**src/rtl/eth_rx_fcs_check.sv**
```systemverilog
// Ethernet receive FCS checker.
// Registers the raw GMII RX stream, strips preamble/SFD, checks the FCS with
// the CRC-32 residue method and forwards the payload with the FCS removed.
// Per-frame status holds until the next frame_done.
// Optional feature macro: RX_STAT_CNT_EN enables the good/bad frame counters;
// when it is undefined, good_cnt and bad_cnt are tied to zero.
module eth_rx_fcs_check #(
  parameter int unsigned MIN_LEN = 64,
  parameter int unsigned MAX_LEN = 1518
) (
  input  logic        clk,
  input  logic        rst_n,
  input  logic        gmii_rx_dv,
  input  logic        gmii_rx_er,
  input  logic [7:0]  gmii_rxd,
  output logic        rx_valid,
  output logic [7:0]  rx_data,
  output logic        rx_sof,
  output logic        rx_eof,
  output logic        frame_done,
  output logic        frame_good,
  output logic        crc_err,
  output logic        len_err,
  output logic [10:0] frame_len,
  output logic [31:0] good_cnt,
  output logic [31:0] bad_cnt
);

  localparam logic [31:0] CRC_POLY    = 32'h04C11DB7;
  localparam logic [31:0] CRC_RESIDUE = 32'hC704DD7B;
  localparam logic [10:0] MIN_L       = 11'(MIN_LEN);
  localparam logic [10:0] MAX_L       = 11'(MAX_LEN);
  localparam logic [10:0] LEN_SAT     = '1;
  localparam logic [10:0] PIPE_DEPTH  = 11'd5;

  typedef enum logic [1:0] {IDLE, PREAMBLE, DATA, DROP} state_t;

  state_t          state, state_nxt;
  logic            dv_q, er_q;
  logic [7:0]      rxd_q;
  logic [2:0]      pre_cnt;
  logic [31:0]     crc, crc_nxt;
  logic [10:0]     byte_cnt;
  logic            er_flag;
  logic [4:0][7:0] pipe;
  logic            sfd_hit, accept, end_hit;
  logic            has_payload, crc_bad, len_bad, good_w;

  // Serial CRC step: byte bits enter LSB first into an MSB-first shift register
  function automatic logic [31:0] crc_step(input logic [31:0] c, input logic [7:0] d);
    logic [31:0] r;
    logic        fb;
    r = c;
    for (int unsigned i = 0; i < 8; i++) begin
      fb = r[31] ^ d[i];
      r  = {r[30:0], 1'b0} ^ (fb ? CRC_POLY : '0);
    end
    return r;
  endfunction

  assign crc_nxt     = crc_step(crc, rxd_q);
  assign has_payload = (byte_cnt >= PIPE_DEPTH);
  assign crc_bad     = (crc != CRC_RESIDUE);
  assign len_bad     = (byte_cnt < MIN_L) || (byte_cnt > MAX_L);
  assign good_w      = !crc_bad && !len_bad && !er_flag;

  // Input stage: register the GMII pins once
  always_ff @(posedge clk or negedge rst_n) begin
    if (!rst_n) begin
      dv_q  <= 1'b0;
      er_q  <= 1'b0;
      rxd_q <= '0;
    end else begin
      dv_q  <= gmii_rx_dv;
      er_q  <= gmii_rx_er;
      rxd_q <= gmii_rxd;
    end
  end

  // FSM state register
  always_ff @(posedge clk or negedge rst_n) begin
    if (!rst_n) state <= IDLE;
    else        state <= state_nxt;
  end

  // FSM next state and per-cycle datapath strobes
  always_comb begin
    state_nxt = state;
    sfd_hit   = 1'b0;
    accept    = 1'b0;
    end_hit   = 1'b0;
    unique case (state)
      IDLE: begin
        if (dv_q) state_nxt = (rxd_q == 8'h55) ? PREAMBLE : DROP;
      end
      PREAMBLE: begin
        if (!dv_q) begin
          state_nxt = IDLE;
        end else if (rxd_q == 8'h55) begin
          if (pre_cnt == 3'd7) state_nxt = DROP;
        end else if (rxd_q == 8'hD5) begin
          state_nxt = DATA;
          sfd_hit   = 1'b1;
        end else begin
          state_nxt = DROP;
        end
      end
      DATA: begin
        if (dv_q) begin
          accept = 1'b1;
        end else begin
          end_hit   = 1'b1;
          state_nxt = IDLE;
        end
      end
      DROP: begin
        if (!dv_q) state_nxt = IDLE;
      end
      default: state_nxt = IDLE;
    endcase
  end

  // Preamble 0x55 counter; entering PREAMBLE always starts at one
  always_ff @(posedge clk or negedge rst_n) begin
    if (!rst_n) begin
      pre_cnt <= 3'd1;
    end else if (state == IDLE) begin
      pre_cnt <= 3'd1;
    end else if (state == PREAMBLE && dv_q && rxd_q == 8'h55) begin
      pre_cnt <= pre_cnt + 3'd1;
    end
  end

  // Frame datapath: CRC, byte count, sticky error and the 5-byte FCS hold-back pipe
  always_ff @(posedge clk or negedge rst_n) begin
    if (!rst_n) begin
      crc      <= '1;
      byte_cnt <= '0;
      er_flag  <= 1'b0;
      pipe     <= '0;
    end else if (sfd_hit) begin
      crc      <= '1;
      byte_cnt <= '0;
      er_flag  <= 1'b0;
    end else if (accept) begin
      crc      <= crc_nxt;
      byte_cnt <= (byte_cnt == LEN_SAT) ? byte_cnt : byte_cnt + 11'd1;
      er_flag  <= er_flag | er_q;
      pipe     <= {pipe[3:0], rxd_q};
    end
  end

  // Output register: payload strobe, eof/frame_done pulse and held status
  always_ff @(posedge clk or negedge rst_n) begin
    if (!rst_n) begin
      rx_valid   <= 1'b0;
      rx_data    <= '0;
      rx_sof     <= 1'b0;
      rx_eof     <= 1'b0;
      frame_done <= 1'b0;
      frame_good <= 1'b0;
      crc_err    <= 1'b0;
      len_err    <= 1'b0;
      frame_len  <= '0;
    end else begin
      rx_valid   <= 1'b0;
      rx_sof     <= 1'b0;
      rx_eof     <= 1'b0;
      frame_done <= 1'b0;
      // pipe[4] is always the byte five positions behind the newest accepted one
      if ((accept || end_hit) && has_payload) begin
        rx_valid <= 1'b1;
        rx_data  <= pipe[4];
        rx_sof   <= (byte_cnt == PIPE_DEPTH);
        rx_eof   <= end_hit;
      end
      if (end_hit) begin
        frame_done <= 1'b1;
        frame_good <= good_w;
        crc_err    <= crc_bad;
        len_err    <= len_bad;
        frame_len  <= byte_cnt;
      end
    end
  end

`ifdef RX_STAT_CNT_EN
  // Frame counters, updated on the same edge that raises frame_done
  always_ff @(posedge clk or negedge rst_n) begin
    if (!rst_n) begin
      good_cnt <= '0;
      bad_cnt  <= '0;
    end else if (end_hit) begin
      if (good_w) good_cnt <= good_cnt + 32'd1;
      else        bad_cnt  <= bad_cnt + 32'd1;
    end
  end
`else
  assign good_cnt = '0;
  assign bad_cnt  = '0;
`endif

endmodule

```
**config.mk**
```make
export PLATFORM = sky130hd
export DESIGN_NAME = eth_rx_fcs_check
export DESIGN_NICKNAME = d
export VERILOG_FILES = /design/src/rtl/eth_rx_fcs_check.sv
export SDC_FILE = /design/constraint.sdc
export NUM_CORES = 1
export LEC_CHECK = 0
export CAP_MARGIN = 20
export CORE_UTILIZATION = 48
export CTS_CLUSTER_DIAMETER = 80
export DETAILED_ROUTE_END_ITERATION = 16
export PLACE_DENSITY = 0.76
export RECOVER_POWER = 25
export SLEW_MARGIN = 10
export SYNTH_ARGS = -nofsm -noshare
export SYNTH_HDL_FRONTEND = slang
export SYNTH_SLANG_ARGS = --single-unit
```
**constraint.sdc**
```tcl
create_clock -name clk -period 5.2 [get_ports clk]
set_clock_uncertainty 0.05 [all_clocks]
set_input_delay 1.04 -clock clk [delete_from_list [all_inputs] [get_ports clk]]
set_output_delay 1.04 -clock clk [all_outputs]
set_load 0.02 [all_outputs]
```
==> results.md <==
* Hold WC Path Type: reg2reg
* WHS Path Cells at 2
* Worst Path Max Fanout at 10
* PortBufs at 37
* DRT Pass-1 Iters at 4
* Hold Path End: pipe[39]$_DFFE_PN0P_
* Row cnt at 42
* GRT Total Usage at 0.191
* Worst path slowest cell: o31ai_1
* Initial antenna violation count at 0
* Multi-input logic area at 2920 um2
* Layout Cells excl Fill at 813
* R2R Setup Slk at about 2.7 ns
* Final ANT Viol Nets at 0
* Initial drt markers at 290
* Die width at 118 um
* Top Layer Used: met4
* DIE AREA at 13900 um2
* Reg-to-reg critical path endpoint: byte_cnt[4]$_DFFE_PN0P_
* R2R cell count at 5
* Setup TNS at 0 ns
* HPWL after DPL at slightly below 8 mm
* Max Fclk at 402 MHz
* Nets at 641
* Post-synth EDFFs at 0
* Synth unique cells at 59
* First-pass GRT wire length at 20.6 mm
* Main combinational cell family by area after synthesis: simple AND/OR/NAND/NOR gates
* # fillers at 1108
* RSZ-0062 raised after global routing: no
* Post-CTS sizing at 0
* Pin count of the biggest net entering global routing at 84
* FF+latch count, synth at approximately 130
* Final setup viols at 0
* Final core utilization at 0.559
* Vias at around 4000
* Routed wl met2 at 6.40 mm
* # IOs at about 100
* Synth Area in Simple Gates at 0.158
* Mapped Area at 6450 um2
* Core area at 13200 um2
* Max clock buf depth at 2
* Initial Util at 0.489
* Final slew viol count at 0
* M1 WL at ~5.2 mm
* Pwr dens at 656 nW/um2
* Clock slew at reported path FFs at approximately 0.05 ns
* Synth area leader: dfrtp_1
* Least-Margin Pin Slew at between 1 and 1.5 ns
* VDD IR-drop max at 0.000305 V
* Yosys warns at 0
* Slowest stage delay, CP at roughly 0.9 ns
* Adder-cell area share of the yosys netlist at 0.00775
* Length of routed met3 wiring at 469 um
* Vias in the first global route at slightly below 4000
* Largest cells by area after synthesis: dfrtp_1 (36%), dfstp_2 (13%), nand2_1 (9.1%)
* GP Congestion at around 0.85
* Wire per inst at 15.2 um
* Mean Syn Cell Area at 10.9 um2
* Cells along the critical path: ha_1 > nand4_1 > o31ai_1 > o21ai_0 > a21oi_1
* Worst Setup End Kind: flip-flop
* Async SR Flop Fraction at 1.00
* Root Driver: clkbuf_16
* # hold bufs at CTS at 0
* CTS tree: done
* Worst setup SP type: flip-flop
* Sequential-to-total area share from yosys stat at 0.491
* Min cycle time layout at around 2.5 ns
* Most used DFF post-synth: dfrtp_1
* Status: complete, no violations
* Clk Latency, worst-skew pair at 0.41 ns
* Synth top area share at 0.357
* Relative slew slack at 0.222
* Setup Fix Bufs, Post-CTS at 0
* Via density at 5.00
* LEAKAGE at 0.00351 uW
* Compound-gate portion of the synthesized area at 0.0740
* Worst Min Path Start: pipe[31]$_DFFE_PN0P_
* Post-synth top cells: nand2_1 (157), dfrtp_1 (92), buf_4 (65), dfstp_2 (33), xnor2_1 (22)
* Clk sinks at 125
* Worst path top cell family by delay: compound AO/OA/AOI/OAI gates
* DRC errors left at 0
* GRT overflow at 0
* Final Hold Fails at 0
* Final Cycle Share at 0.478
* Post-placement cell count at between 700 and 800
* Layout area overhead at 14.2%
* Arr. time, crit path at 2.76 ns
* Syn Inst Count at 590
* Crit path kind: reg2reg
* H-tree depth at 4
* Height of the die at about 120 um
* XOR/XNOR Fraction of Synth Area at 0.154
* Diode count at 0
* Top-count cell post-synth: nand2_1
* MaxCap Viol Count at 0
* Storage element area at around 3200 um2
* Req. time, crit path at ~5.5 ns
* WL final at 12.3 mm
* Mux cell area share after synthesis at 0.0204
* CP Buf/Inv Count at 0
* Worst reg2reg startpoint: byte_cnt[0]$_DFFE_PN0P_
* Layout cell share with drive strength beyond 1 at 0.160
* CTS buffer count at 17
==> tightest hold or removal path, delay by kind of cell, from the launching register on <==
family | cells | cell delay, ns
and+or+nand+nor | 2 | 0.10
DFF | 1 | 0.34
==> kinds of logic after synthesis <==
kind of cell | Yosys count
XOR/XNOR | 62
buffers and inverters | 93
AND/OR/NAND/NOR | 228
flip-flops | 125
adder cells (fa/ha/maj) | 4
multiplexers | 12
other | 1
AO/OA/AOI/OAI | 65
==> sequential cells by signal, summed over array words and instances (netlist names) <==
signal,cells
er_flag,1
pipe,40
rx_sof,1
byte_cnt,11
pre_cnt,3
frame_len,11
crc_err,1
crc,32
rxd_q,8
frame_good,1
frame_done,1
rx_eof,1
rx_valid,1
len_err,1
dv_q,1
state,2
rx_data,8
er_q,1
==> metrics by stage <==
stage	total power [uW]	hold slack (ns)	instance area, um2	setup slack, ns
floorplan	3220	0.381	6690	3.28
global placement	3540	0.397	6720	2.75
detailed placement	3600	0.402	6720	2.70
CTS	4860	0.415	7350	2.71
global route	5100	0.422	7370	2.43
finish	4830	0.415	7370	2.71
==> cells in the final DEF, fill, tap and decap left out, types with 6 or more instances in the layout <==
cell / n
xnor2_4: 6
a21oi_1: 15
xnor2_1: 22
xor2_1: 9
nand2_1: 157
dfstp_2: 33
nor3_1: 13
xnor3_1: 13
nor2_1: 17
a2bb2oi_1: 8
o21ai_0: 15
clkbuf_16: 17
o22a_1: 7
dfrtp_1: 92
dlygate4sd3_1: 9
conb_1: 64
clkdlybuf4s50_1: 27
mux2_2: 9
==> where the power goes <==
part	switching [uW]	leakage, uW	total [uW]	internal (uW)
Clock	417	0.000305	1230	815
Combinational	856	0.00166	2020	1160
Sequential	256	0.00154	1590	1330
Total	1530	0.00351	4830	3310
==> worst max path at each step <==
stage                            startpoint                       to  depth (start not counted)
global placement                      rst_n       crc[0]$_DFFE_PN1P_                          2
detailed placement                    rst_n           er_q$_DFF_PN0_                          2
finish              byte_cnt[0]$_DFFE_PN0P_  byte_cnt[4]$_DFFE_PN0P_                          5
floorplan                rxd_q[1]$_DFF_PN0_      crc[12]$_DFFE_PN1P_                          4
global route        byte_cnt[1]$_DFFE_PN0P_  byte_cnt[4]$_DFFE_PN0P_                          5
CTS                  rx_data[6]$_DFFE_PN0P_               rx_data[6]                          1
==> layout make-up <==
class / instances / share of cell area
inverters: 5 / 0.00255
clock inverters: 9 / 0.0180
flip-flops and latches: 125 / 0.430
repair buffers: 41 / 0.0562
well taps: 176 / 0.0299
multi-input cells: 435 / 0.396
clock buffers: 22 / 0.0670
==> routing by layer <==
| metal | GRT usage | up-vias |
|---|---|---|
| met4 | 0.0721 | 0 |
| met1 | 0.240 | 2002 |
| met2 | 0.313 | 123 |
| li1 | - | 1920 |
| met5 | 0 | - |
| met3 | 0.0533 | 22 |
(Power assumes the default switching activity.)
